File: src/rtl/alu_sys_pkg.sv
// Shared ALU-system constants and types: result/byte widths, the packer
// state encoding and the per-mode byte count.
package alu_sys_pkg;

    localparam int RES_WIDTH     = 32;
    localparam int BYTE_WIDTH    = 8;
    localparam int BYTES_PER_RES = RES_WIDTH / BYTE_WIDTH;
    localparam int NARROW_BYTES  = 2;
    localparam int CNT_WIDTH     = $clog2(BYTES_PER_RES) + 1;

    typedef enum logic [0:0] {
        IDLE = 1'b0,
        SEND = 1'b1
    } state_e;

    typedef logic [CNT_WIDTH-1:0] cnt_t;

    // Number of bytes emitted for a result, chosen by the wide flag
    function automatic cnt_t byte_count(input logic wide);
        cnt_t n;
        if (wide) begin
            n = cnt_t'(BYTES_PER_RES);
        end else begin
            n = cnt_t'(NARROW_BYTES);
        end
        return n;
    endfunction

endpackage

File: src/rtl/alu_result_packer_if.sv
// ALU-result input strobe and byte-stream output handshake, bundled.
// master = ALU/downstream side, slave = the packer.
interface alu_result_packer_if
    import alu_sys_pkg::*;
#(
    parameter int RW = RES_WIDTH,
    parameter int BW = BYTE_WIDTH
);
    logic [RW-1:0] res_data;
    logic          res_valid;
    logic          res_wide;
    logic [BW-1:0] byte_out;
    logic          byte_valid;
    logic          byte_ready;

    modport master (
        output res_data, res_valid, res_wide, byte_ready,
        input  byte_out, byte_valid
    );

    modport slave (
        input  res_data, res_valid, res_wide, byte_ready,
        output byte_out, byte_valid
    );
endinterface

File: src/rtl/alu_result_packer.sv
// Serialises registered ALU results into an LSB-first byte stream, with one
// active and one pending result so a second strobe survives a stalled sink.
module alu_result_packer
    import alu_sys_pkg::*;
(
    input  logic                 clk,
    input  logic                 reset,
    alu_result_packer_if.slave   bus,
    output logic                 busy,
    output logic                 overrun
);

    state_e                 state_q, state_d;
    logic [RES_WIDTH-1:0]   active_q, active_d;
    cnt_t                   count_q, count_d;
    logic [RES_WIDTH-1:0]   pend_data_q, pend_data_d;
    logic                   pend_wide_q, pend_wide_d;
    logic                   pend_valid_q, pend_valid_d;
    logic [BYTE_WIDTH-1:0]  byte_out_q, byte_out_d;
    logic                   byte_valid_q, byte_valid_d;
    logic                   busy_q, busy_d;
    logic                   overrun_q, overrun_d;

    logic                   xfer_s;
    logic                   last_s;

    assign xfer_s = byte_valid_q & bus.byte_ready;
    assign last_s = xfer_s & (count_q == cnt_t'(1));

    // Next-state logic for the serializer, pending slot and output registers
    always_comb begin
        state_d      = state_q;
        active_d     = active_q;
        count_d      = count_q;
        pend_data_d  = pend_data_q;
        pend_wide_d  = pend_wide_q;
        pend_valid_d = pend_valid_q;
        overrun_d    = 1'b0;

        case (state_q)
            IDLE: begin
                if (bus.res_valid) begin
                    active_d = bus.res_data;
                    count_d  = byte_count(bus.res_wide);
                    state_d  = SEND;
                end else begin
                    state_d  = IDLE;
                end
            end
            SEND: begin
                if (xfer_s) begin
                    active_d = active_q >> BYTE_WIDTH;
                    count_d  = count_q - cnt_t'(1);
                end else begin
                    active_d = active_q;
                end

                // On the last byte the pending result takes priority; a
                // simultaneous strobe then refills the pending slot.
                if (last_s) begin
                    if (pend_valid_q) begin
                        active_d     = pend_data_q;
                        count_d      = byte_count(pend_wide_q);
                        pend_valid_d = bus.res_valid;
                        if (bus.res_valid) begin
                            pend_data_d = bus.res_data;
                            pend_wide_d = bus.res_wide;
                        end else begin
                            pend_data_d = pend_data_q;
                        end
                    end else if (bus.res_valid) begin
                        active_d = bus.res_data;
                        count_d  = byte_count(bus.res_wide);
                    end else begin
                        state_d  = IDLE;
                    end
                end else if (bus.res_valid) begin
                    if (!pend_valid_q) begin
                        pend_data_d  = bus.res_data;
                        pend_wide_d  = bus.res_wide;
                        pend_valid_d = 1'b1;
                    end else begin
                        overrun_d    = 1'b1;
                    end
                end else begin
                    pend_valid_d = pend_valid_q;
                end
            end
            default: begin
                state_d      = IDLE;
                pend_valid_d = 1'b0;
                count_d      = cnt_t'(0);
            end
        endcase

        byte_out_d   = active_d[BYTE_WIDTH-1:0];
        byte_valid_d = (state_d == SEND);
        busy_d       = byte_valid_d | pend_valid_d;
    end

    // State and output registers with asynchronous clear
    always_ff @(posedge clk or negedge reset) begin
        if (!reset) begin
            state_q      <= IDLE;
            active_q     <= {RES_WIDTH{1'b0}};
            count_q      <= cnt_t'(0);
            pend_data_q  <= {RES_WIDTH{1'b0}};
            pend_wide_q  <= 1'b0;
            pend_valid_q <= 1'b0;
            byte_out_q   <= {BYTE_WIDTH{1'b0}};
            byte_valid_q <= 1'b0;
            busy_q       <= 1'b0;
            overrun_q    <= 1'b0;
        end else begin
            state_q      <= state_d;
            active_q     <= active_d;
            count_q      <= count_d;
            pend_data_q  <= pend_data_d;
            pend_wide_q  <= pend_wide_d;
            pend_valid_q <= pend_valid_d;
            byte_out_q   <= byte_out_d;
            byte_valid_q <= byte_valid_d;
            busy_q       <= busy_d;
            overrun_q    <= overrun_d;
        end
    end

    assign bus.byte_out   = byte_out_q;
    assign bus.byte_valid = byte_valid_q;
    assign busy           = busy_q;
    assign overrun        = overrun_q;

endmodule

File: src/flat_wrapper.sv
// flat-port wrapper written by rule: the top's interface ports become plain ports
module alu_result_packer_flat import alu_sys_pkg::*;
  (clk, reset, busy, overrun, bus_res_data, bus_res_valid, bus_res_wide, bus_byte_ready, bus_byte_out, bus_byte_valid);
  alu_result_packer_if #(.RW(32), .BW(8)) bus_i ();
  input  logic clk;
  input  logic reset;
  output logic busy;
  output logic overrun;
  input wire logic [$bits(bus_i.res_data)-1:0] bus_res_data;
  input wire logic [$bits(bus_i.res_valid)-1:0] bus_res_valid;
  input wire logic [$bits(bus_i.res_wide)-1:0] bus_res_wide;
  input wire logic [$bits(bus_i.byte_ready)-1:0] bus_byte_ready;
  output wire logic [$bits(bus_i.byte_out)-1:0] bus_byte_out;
  output wire logic [$bits(bus_i.byte_valid)-1:0] bus_byte_valid;
  assign bus_i.res_data = bus_res_data;
  assign bus_i.res_valid = bus_res_valid;
  assign bus_i.res_wide = bus_res_wide;
  assign bus_i.byte_ready = bus_byte_ready;
  assign bus_byte_out = bus_i.byte_out;
  assign bus_byte_valid = bus_i.byte_valid;
  alu_result_packer u_core (.clk(clk), .reset(reset), .bus(bus_i), .busy(busy), .overrun(overrun));
endmodule
File: config.mk
export PLATFORM = sky130hd
export DESIGN_NAME = alu_result_packer_flat
export DESIGN_NICKNAME = d
export VERILOG_FILES = /design/src/rtl/alu_sys_pkg.sv /design/src/rtl/alu_result_packer_if.sv /design/src/rtl/alu_result_packer.sv /design/src/flat_wrapper.sv
export SDC_FILE = /design/constraint.sdc
export NUM_CORES = 1
export LEC_CHECK = 0
export ABC_AREA = 1
export CAP_MARGIN = 25
export CORE_UTILIZATION = 50
export CTS_CLUSTER_DIAMETER = 30
export DETAILED_ROUTE_END_ITERATION = 10
export PLACE_DENSITY = 0.72
export SYNTH_ARGS = -nofsm -noshare
export SYNTH_HDL_FRONTEND = slang
export SYNTH_SLANG_ARGS = --single-unit
File: constraint.sdc
create_clock -name clk -period 2 [get_ports clk]
set_clock_uncertainty 0.05 [all_clocks]
set_input_delay 0.4 -clock clk [delete_from_list [all_inputs] [get_ports clk]]
set_output_delay 0.4 -clock clk [all_outputs]
set_load 0.01 [all_outputs]
==> impl_metrics.sql, run 1 <==
INSERT INTO impl_metrics (metric_group, metric, value, unit) VALUES
('detailed_routing', 'drt_drc_violations_left', '0', ''),
('synth', 'synth_fp_nets', '627', ''),
('finish', 'antennaDiodeCount', '0', ''),
('grt', 'grt_antenna_before_repair', '0', ''),
('die', 'i_o_pin_total', '48', ''),
('timing', 'maxSlewHeadroom', '62.9', '%'),
('clocking', 'clkSlewWorstSetupHoldPaths', '0.07', 'ns'),
('timing', 'final_hold_viol_count', '0', ''),
('pwr', 'total_power', '5.42', 'mW'),
('clocking', 'cts_made_buffers', '9', ''),
('grt', 'gr-total-overflow', '0', ''),
('pwr', 'net-switching-power', '1.92', 'mW'),
('detailed_routing', 'routedWlPerCell', '13.5', 'um'),
('synth', 'mappedNetlistArea', '4090', 'um2'),
('die', 'fp.dieH', '92.4', 'um'),
('finish', 'finish.net_count', '668', ''),
('critical_path', 'critPathArrivalTime', '1.42', 'ns'),
('pwr', 'leakagePower', '2.65', 'nW'),
('timing', 'setup_repair_after_global_routing_missed_its_margin', 'no', ''),
('synth', 'synth_top_area_share', '44.1', '%'),
('run_status', 'outcome', 'completed', ''),
('synth', 'post-synth-top-area-cell', 'dfrtp_1', ''),
('grt', 'use_met3', '3.94', '%'),
('synth', 'synth_cell_types', '24', ''),
('detailed_routing', 'drt-vias-per-instance', '5.18', ''),
('critical_path', 'crit_chain', 'clkdlybuf4s50_1', ''),
('critical_path', 'worst-path-max-fanout', '11', ''),
('detailed_routing', 'detail_route.iter0.violations', '235', ''),
('critical_path', 'worst_setup_path_start_kind', 'flop', ''),
('clocking', 'hold_buffers', '0', ''),
('timing', 'setup_viol_count_final', '0', ''),
('critical_path', 'critPathRequiredTime', '1.55', 'ns'),
('die', 'fp.coreArea', '7810', 'um2'),
('grt', 'grt.met1_usage', '36.1', '%'),
('grt', 'overall_fraction_of_global_route_tracks_in_use', '26.0', '%'),
('clocking', 'worstSkewPairLatency', '0.34', 'ns'),
('place', 'gp_routability_congestion', '0.864', ''),
('run', 'max_cap_viol_count', '0', ''),
('grt', 'globalRouteMet2Util', '40.9', '%'),
('pwr', 'combinational_cell_fraction_of_total_power', '32.6', '%'),
('critical_path', 'path_buf_inv', '1', ''),
('clocking', 'cts.root.buffer_cell', 'clkbuf_8', ''),
('die', 'initial_utilization', '52.3', '%'),
('grt', 'grt_pass1_wl', '17600', 'um'),
('grt', 'grt_pass1_vias', '3711', ''),
('synth', 'synth_area_leaders', 'dfrtp_1 (44%), nand2_1 (23%), inv_1 (7.7%)', ''),
('synth', 'synthesis_warning_total', '0', ''),
('grt', 'maximum_number_of_pins_on_one_net_before_global_route_repair', '45', ''),
('finish', 'area.growth.synth_to_final', '19.1', '%'),
('synth', 'synth_instances', '588', ''),
('timing', 'tns', '0', 'ns'),
('clocking', 'clock_tree_buf_depth', '2', ''),
('clocking', 'ctsHtreeMaxLevel', '3', ''),
('timing', 'final-max-slew-violation-count', '0', ''),
('timing', 'achievable-frequency', '0.535', 'GHz'),
('pwr', 'irDropWorstVdd', '0.448', 'mV'),
('pwr', 'pwr-share-seq', '44.5', '%'),
('detailed_routing', 'drtAntennaViolNets', '0', ''),
('timing', 'whs', '0.0558', 'ns'),
('critical_path', 'timing.critical_path.max_delay_family', 'buffers and inverters', ''),
('die', 'floorplan.die.width', '92.4', 'um'),
('critical_path', 'critPathKind', 'reg -> out', ''),
('detailed_routing', 'drt-pass1-iter-count', '4', ''),
('die', 'floorplan.die_area', '8540', 'um2'),
('pwr', 'power_density', '1110', 'nW/um2'),
('clocking', 'tritoncts', 'built', ''),
('synth', 'synth_sequential_area_ratio', '44.1', '%'),
('timing', 'max_slew.worst_pin.slew', '0.554', 'ns'),
('critical_path', 'timing.critical_path.slowest_cell_delay', '0.58', 'ns'),
('timing', 'fin_crit', '1.87', 'ns'),
('die', 'core.rowCount', '32', '');
-- power by group through the flow --
stage | registers [mW] | clock network [mW] | logic (mW)
after floorplan | 2.30 | 0 | 1.33
after global placement | 2.41 | 0 | 1.71
after detailed placement | 2.43 | 0 | 1.77
after CTS | 2.40 | 1.26 | 1.78
after global routing | 2.48 | 1.33 | 2.05
final | 2.41 | 1.24 | 1.77
-- flip-flops by register name (all words and copies together), names as in the netlist --
signal and flops:
u_core.active_q 32, u_core.pend_data_q 32, u_core.count_q 3, u_core.busy 1, u_core.overrun 1, u_core.pend_valid_q 1, u_core.pend_wide_q 1, u_core.state_q 1
-- layout by cell type, fill, tap and decap left out, drive strengths merged --
cell,count
clkdlybuf4s50,46
bufinv,1
nand3b,2
ha,2
nor2,3
nand2,253
inv,86
clkbuf,14
buf,24
nand4,4
xnor2,1
nand3,60
dfrtp,72
clkinv,1
o22ai,1
a21oi,1
o21ai,63
-- layout make-up --
class                   count  area, um2
fillers                   733       2940
flip-flops and latches     72       1800
multi-input cells         390       1720
repair buffers             70        676
inverters                  86        328
clock buffers              14        183
well taps                 102        128
clock inverters             2       35.0
-- cells by family (layout without fill, tap and decap cells) --
group                      Yosys count  in the layout  synth area share, %
buffers and inverters              126            172                 13.9
xor gates and xnor gates             1              1                0.214
and+or+nand+nor                    322            322                 32.3
AOI/OAI and AO/OA                   65             65                 8.82
adders and majority gates            2              2                0.612
DFF                                 72             72                 44.1
-- cell usage after synthesis --
cell / number
buf_2: 9
o21ai_0: 47
nor2_1: 3
clkbuf_1: 10
o21ai_1: 7
xnor2_1: 1
inv_6: 1
o21ai_2: 9
a21oi_1: 1
nand3b_1: 2
nand3_2: 1
buf_4: 11
dfrtp_1: 72
buf_6: 5
nand2_4: 1
nand2_1: 249
nand2_2: 3
inv_1: 84
inv_2: 1
nand4_1: 4
buf_1: 5
o22ai_1: 1
ha_1: 2
nand3_1: 59
-- worst paths after layout --
kind / startpoint / end / slack (ns) / depth (start not counted)
min in group clk: u_core.pend_data_q[20]$_DFFE_PN0P_ / u_core.pend_data_q[20]$_DFFE_PN0P_ / 0.44 / 2
worst max register to register: u_core.count_q[1]$_DFFE_PN0P_ / u_core.pend_data_q[9]$_DFFE_PN0P_ / 0.17 / 10
worst min register to register: u_core.pend_data_q[20]$_DFFE_PN0P_ / u_core.pend_data_q[20]$_DFFE_PN0P_ / 0.44 / 2
worst max-delay path: u_core.state_q$_DFF_PN0_ / bus_byte_valid / 0.13 / 1
max in group asynchronous: reset / u_core.state_q$_DFF_PN0_ / 1.49 / 2
worst min-delay path: reset / u_core.active_q[28]$_DFFE_PN0P_ / 0.06 / 2
-- repair_timing --
item / 4_1_cts / 5_1_grt
endpoints found under the setup margin: 1 / 0
hold endpoints to repair: 0 / 0
setup buffers: 0 / 0
resized for setup: 1 / 0
-- routing by layer --
layer  part of all wire (%)  wire [um]
met2                     47       4680
met1                     46       4520
met5                      0          0
met4                    1.5        150
met3                    5.8        575
-- per-stage QoR --
step	cells	cell area, um2	worst slack (ns)
detailed placement	720	4650	-0.0127
global route	736	4870	0.00108
CTS	736	4870	0.116
finish	736	4870	0.130
global placement	720	4650	0.0524
floorplan	588	4090	0.429
Power figures use the tool's default switching activity.
==> inputs of run 2 (changes only) <==
--- a/config.mk
+++ b/config.mk
@@ -7,10 +7,13 @@
 export LEC_CHECK = 0
 export ABC_AREA = 1
 export CAP_MARGIN = 25
-export CORE_UTILIZATION = 50
+export CELL_PAD_IN_SITES_DETAIL_PLACEMENT = 0
+export CELL_PAD_IN_SITES_GLOBAL_PLACEMENT = 1
+export CORE_UTILIZATION = 40
 export CTS_CLUSTER_DIAMETER = 30
+export CTS_CLUSTER_SIZE = 12
 export DETAILED_ROUTE_END_ITERATION = 10
-export PLACE_DENSITY = 0.72
+export PLACE_DENSITY = 0.78
 export SYNTH_ARGS = -nofsm -noshare
 export SYNTH_HDL_FRONTEND = slang
 export SYNTH_SLANG_ARGS = --single-unit
==> run 2 against run 1 <==
Compared with the run above:
- routed wire length grew 4.0%
- power grew 0.38%
- final cell count grew 4.5%
- sequential share of layout area shrank 0.74 points
- combinational power is essentially flat
- register-to-register slack gained 0.04 ns
- critical endpoint unchanged
==> impl_metrics.sql, run 2 (synthesized netlist as in run 1, its figures left out) <==
INSERT INTO impl_metrics (metric_group, metric, value, unit) VALUES
('run_status', 'outcome', 'completed', ''),
('pwr', 'combinational_cell_fraction_of_total_power', '32.3', '%'),
('hold_path', 'hold_wc_startpoint', 'u_core.pend_data_q[20]$_DFFE_PN0P_', ''),
('critical_path', 'crit_slowest_cell', 'clkdlybuf4s50_1', ''),
('critical_path', 'timing.critical_path.slowest_cell_delay', '0.57', 'ns'),
('run', 'max_cap_viol_count', '0', ''),
('die', 'floorplan.die.width', '103', 'um'),
('pwr', 'irDropWorstVdd', '0.479', 'mV'),
('grt', 'gr-total-overflow', '0', ''),
('clocking', 'post-cts-setup-buffer-count', '0', ''),
('timing', 'min_period_over_period', '91.9', '%'),
('detailed_routing', 'drt-vias-per-instance', '4.73', ''),
('pwr', 'power_density', '1100', 'nW/um2'),
('finish', 'antennaDiodeCount', '0', ''),
('clocking', 'cts_num_sinks', '72', ''),
('finish', 'largest_registers', 'u_core.active_q x32, u_core.pend_data_q x32, u_core.count_q x3', ''),
('hold_path', 'holdCritPathClass', 'reg -> reg', ''),
('place', 'gp_routability_congestion', '0.810', ''),
('timing', 'setup_viol_count_final', '0', ''),
('detailed_routing', 'routed_wire_length', '10300', 'um'),
('die', 'fp.coreArea', '9820', 'um2'),
('clocking', 'cts.root.buffer_cell', 'clkbuf_8', ''),
('grt', 'grt_antenna_before_repair', '0', ''),
('die', 'fp.dieH', '103', 'um'),
('timing', 'setup_repair_after_global_routing_missed_its_margin', 'no', ''),
('die', 'initial_utilization', '41.6', '%'),
('hold_path', 'holdPathEnd', 'u_core.pend_data_q[20]$_DFFE_PN0P_', ''),
('die', 'floorplan.die_area', '10600', 'um2'),
('critical_path', 'startpoint', 'u_core.state_q$_DFF_PN0_', ''),
('grt', 'grt_pass1_vias', '3396', ''),
('clocking', 'clock_tree_buf_depth', '2', ''),
('critical_path', 'crit-reg2reg-capture', 'u_core.active_q[26]$_DFFE_PN0P_', ''),
('critical_path', 'worst_setup_path_start_kind', 'flop', ''),
('timing', 'achievable-frequency', '0.544', 'GHz'),
('critical_path', 'critPathKind', 'reg -> out', ''),
('finish', 'share_of_the_core_filled_with_cells', '50.5', '%'),
('clocking', 'worstSkewPairLatency', '0.35', 'ns'),
('critical_path', 'crit_chain', 'clkdlybuf4s50_1', ''),
('pwr', 'total_power', '5.44', 'mW'),
('critical_path', 'rr_startpoint', 'u_core.count_q[1]$_DFFE_PN0P_', ''),
('finish', 'area.growth.synth_to_final', '21.5', '%'),
('critical_path', 'worst_r2r_path_depth', '10', ''),
('critical_path', 'worst-path-max-fanout', '4', ''),
('pwr', 'switching_power_as_a_share_of_total_power', '35.1', '%'),
('die', 'core.rowCount', '36', ''),
('finish', 'finish.net_count', '670', ''),
('clocking', 'ctsHtreeMaxLevel', '3', ''),
('clocking', 'tritoncts', 'built', ''),
('die', 'i_o_pin_total', '48', ''),
('place', 'port_buffers', '47', ''),
('critical_path', 'critPathArrivalTime', '1.39', 'ns'),
('finish', 'multiInputGateArea', '1720', 'um2'),
('critical_path', 'worst_setup_path_end_kind', 'output pin', ''),
('pwr', 'leakagePower', '2.67', 'nW'),
('pwr', 'net-switching-power', '1.91', 'mW'),
('finish', 'most_common_library_cell_in_the_layout_ignoring_fill_and_taps', 'nand2_1', ''),
('pwr', 'pwr-share-seq', '44.0', '%'),
('detailed_routing', 'drt_drc_violations_left', '0', ''),
('timing', 'final_hold_viol_count', '0', ''),
('finish', 'final.fill_count', '1037', ''),
('finish', 'layout.cells.most_common_list', 'nand2_1 (249), inv_1 (84), dfrtp_1 (72)', ''),
('timing', 'max_slew.worst_pin.slew', '0.508', 'ns'),
('finish', 'ff_latch_area', '1800', 'um2'),
('hold_path', 'hold-path-cell-count', '2', ''),
('detailed_routing', 'detail_route.iter0.violations', '158', ''),
('clocking', 'cts_made_buffers', '9', ''),
('critical_path', 'path_buf_inv', '1', ''),
('timing', 'fin_crit', '1.84', 'ns'),
('pwr', 'p_int', '3.53', 'mW'),
('place', 'detailedPlacementHpwl', '6920', 'um'),
('detailed_routing', 'drtAntennaViolNets', '0', ''),
('timing', 'maxSlewHeadroom', '66.1', '%'),
('pwr', 'power.clock.fraction', '23.7', '%'),
('critical_path', 'critPathRequiredTime', '1.55', 'ns'),
('timing', 'final-max-slew-violation-count', '0', ''),
('finish', 'layout-drive-gt1-share', '8.96', '%'),
('detailed_routing', 'routedWlPerCell', '13.4', 'um'),
('grt', 'overall_fraction_of_global_route_tracks_in_use', '21.7', '%'),
('grt', 'grt_pass1_wl', '17200', 'um'),
('detailed_routing', 'drt-pass1-iter-count', '4', ''),
('grt', 'maximum_number_of_pins_on_one_net_before_global_route_repair', '39', ''),
('critical_path', 'timing.critical_path.max_delay_family', 'buffers and inverters', ''),
('detailed_routing', 'routed-via-count', '3638', ''),
('clocking', 'clkSlewWorstSetupHoldPaths', '0.08', 'ns'),
('critical_path', 'r2r_slack', '0.21', 'ns');
[run 2: repair_timing]
action / 4_1_cts / 5_1_grt
hold buffers: 1 / 0
endpoints found under the hold margin: 16 / 0
resized for setup: 0 / 1
setup endpoints to repair: 0 / 1
[run 2: metrics by stage]
step | TNS, ns | hold slack, ns | setup slack (ns) | cell area, um2 | cells
after global routing | 0 | 0.464 | 0.0126 | 4960 | 769
after global placement | 0 | 0.351 | 0.0287 | 4730 | 752
after CTS | 0 | 0.443 | 0.112 | 4960 | 769
after floorplan | 0 | 0.0544 | 0.429 | 4090 | 588
final | 0 | 0.441 | 0.163 | 4960 | 769
after detailed placement | -0.548 | 0.347 | -0.0349 | 4730 | 752
[run 2: worst max path at each step]
stage / end / slack [ns] / cells after the start
3_3_place_gp: u_core.active_q[27]$_DFFE_PN0P_ / 0.03 / 9
2_1_floorplan: u_core.pend_data_q[17]$_DFFE_PN0P_ / 0.43 / 11
4_1_cts: bus_byte_valid / 0.11 / 1
5_1_grt: u_core.active_q[30]$_DFFE_PN0P_ / 0.01 / 10
6_report: bus_byte_valid / 0.16 / 1
3_5_place_dp: u_core.active_q[26]$_DFFE_PN0P_ / -0.03 / 9
[run 2: power groups by stage]
| stage | logic, mW | registers (mW) | clock network (mW) |
|---|---|---|---|
| 3_3_place_gp | 1.74 | 2.42 | 0 |
| 2_1_floorplan | 1.33 | 2.30 | 0 |
| 4_1_cts | 1.79 | 2.40 | 1.33 |
| 6_report | 1.76 | 2.40 | 1.29 |
| 5_1_grt | 2.05 | 2.47 | 1.38 |
| 3_5_place_dp | 1.78 | 2.42 | 0 |
[run 2: routing by layer]
metal	global-route usage [%]	up-vias	routed length [um]	share of wire, %
li1	-	1879	-	-
met1	29.7	1685	4830	47
met2	35.1	64	4960	48
met3	3.32	10	406	3.9
met4	7.26	0	134	1.3
met5	0	-	0	0
[run 2: cell type report]
cell class	count	area share (%)
Tap cell	133	3.35
Clock inverter	6	1.66
Clock buffer	10	2.77
Multi-Input combinational cell	390	34.6
Timing Repair Buffer	72	14.7
Inverter	86	6.61
Sequential cell	72	36.3
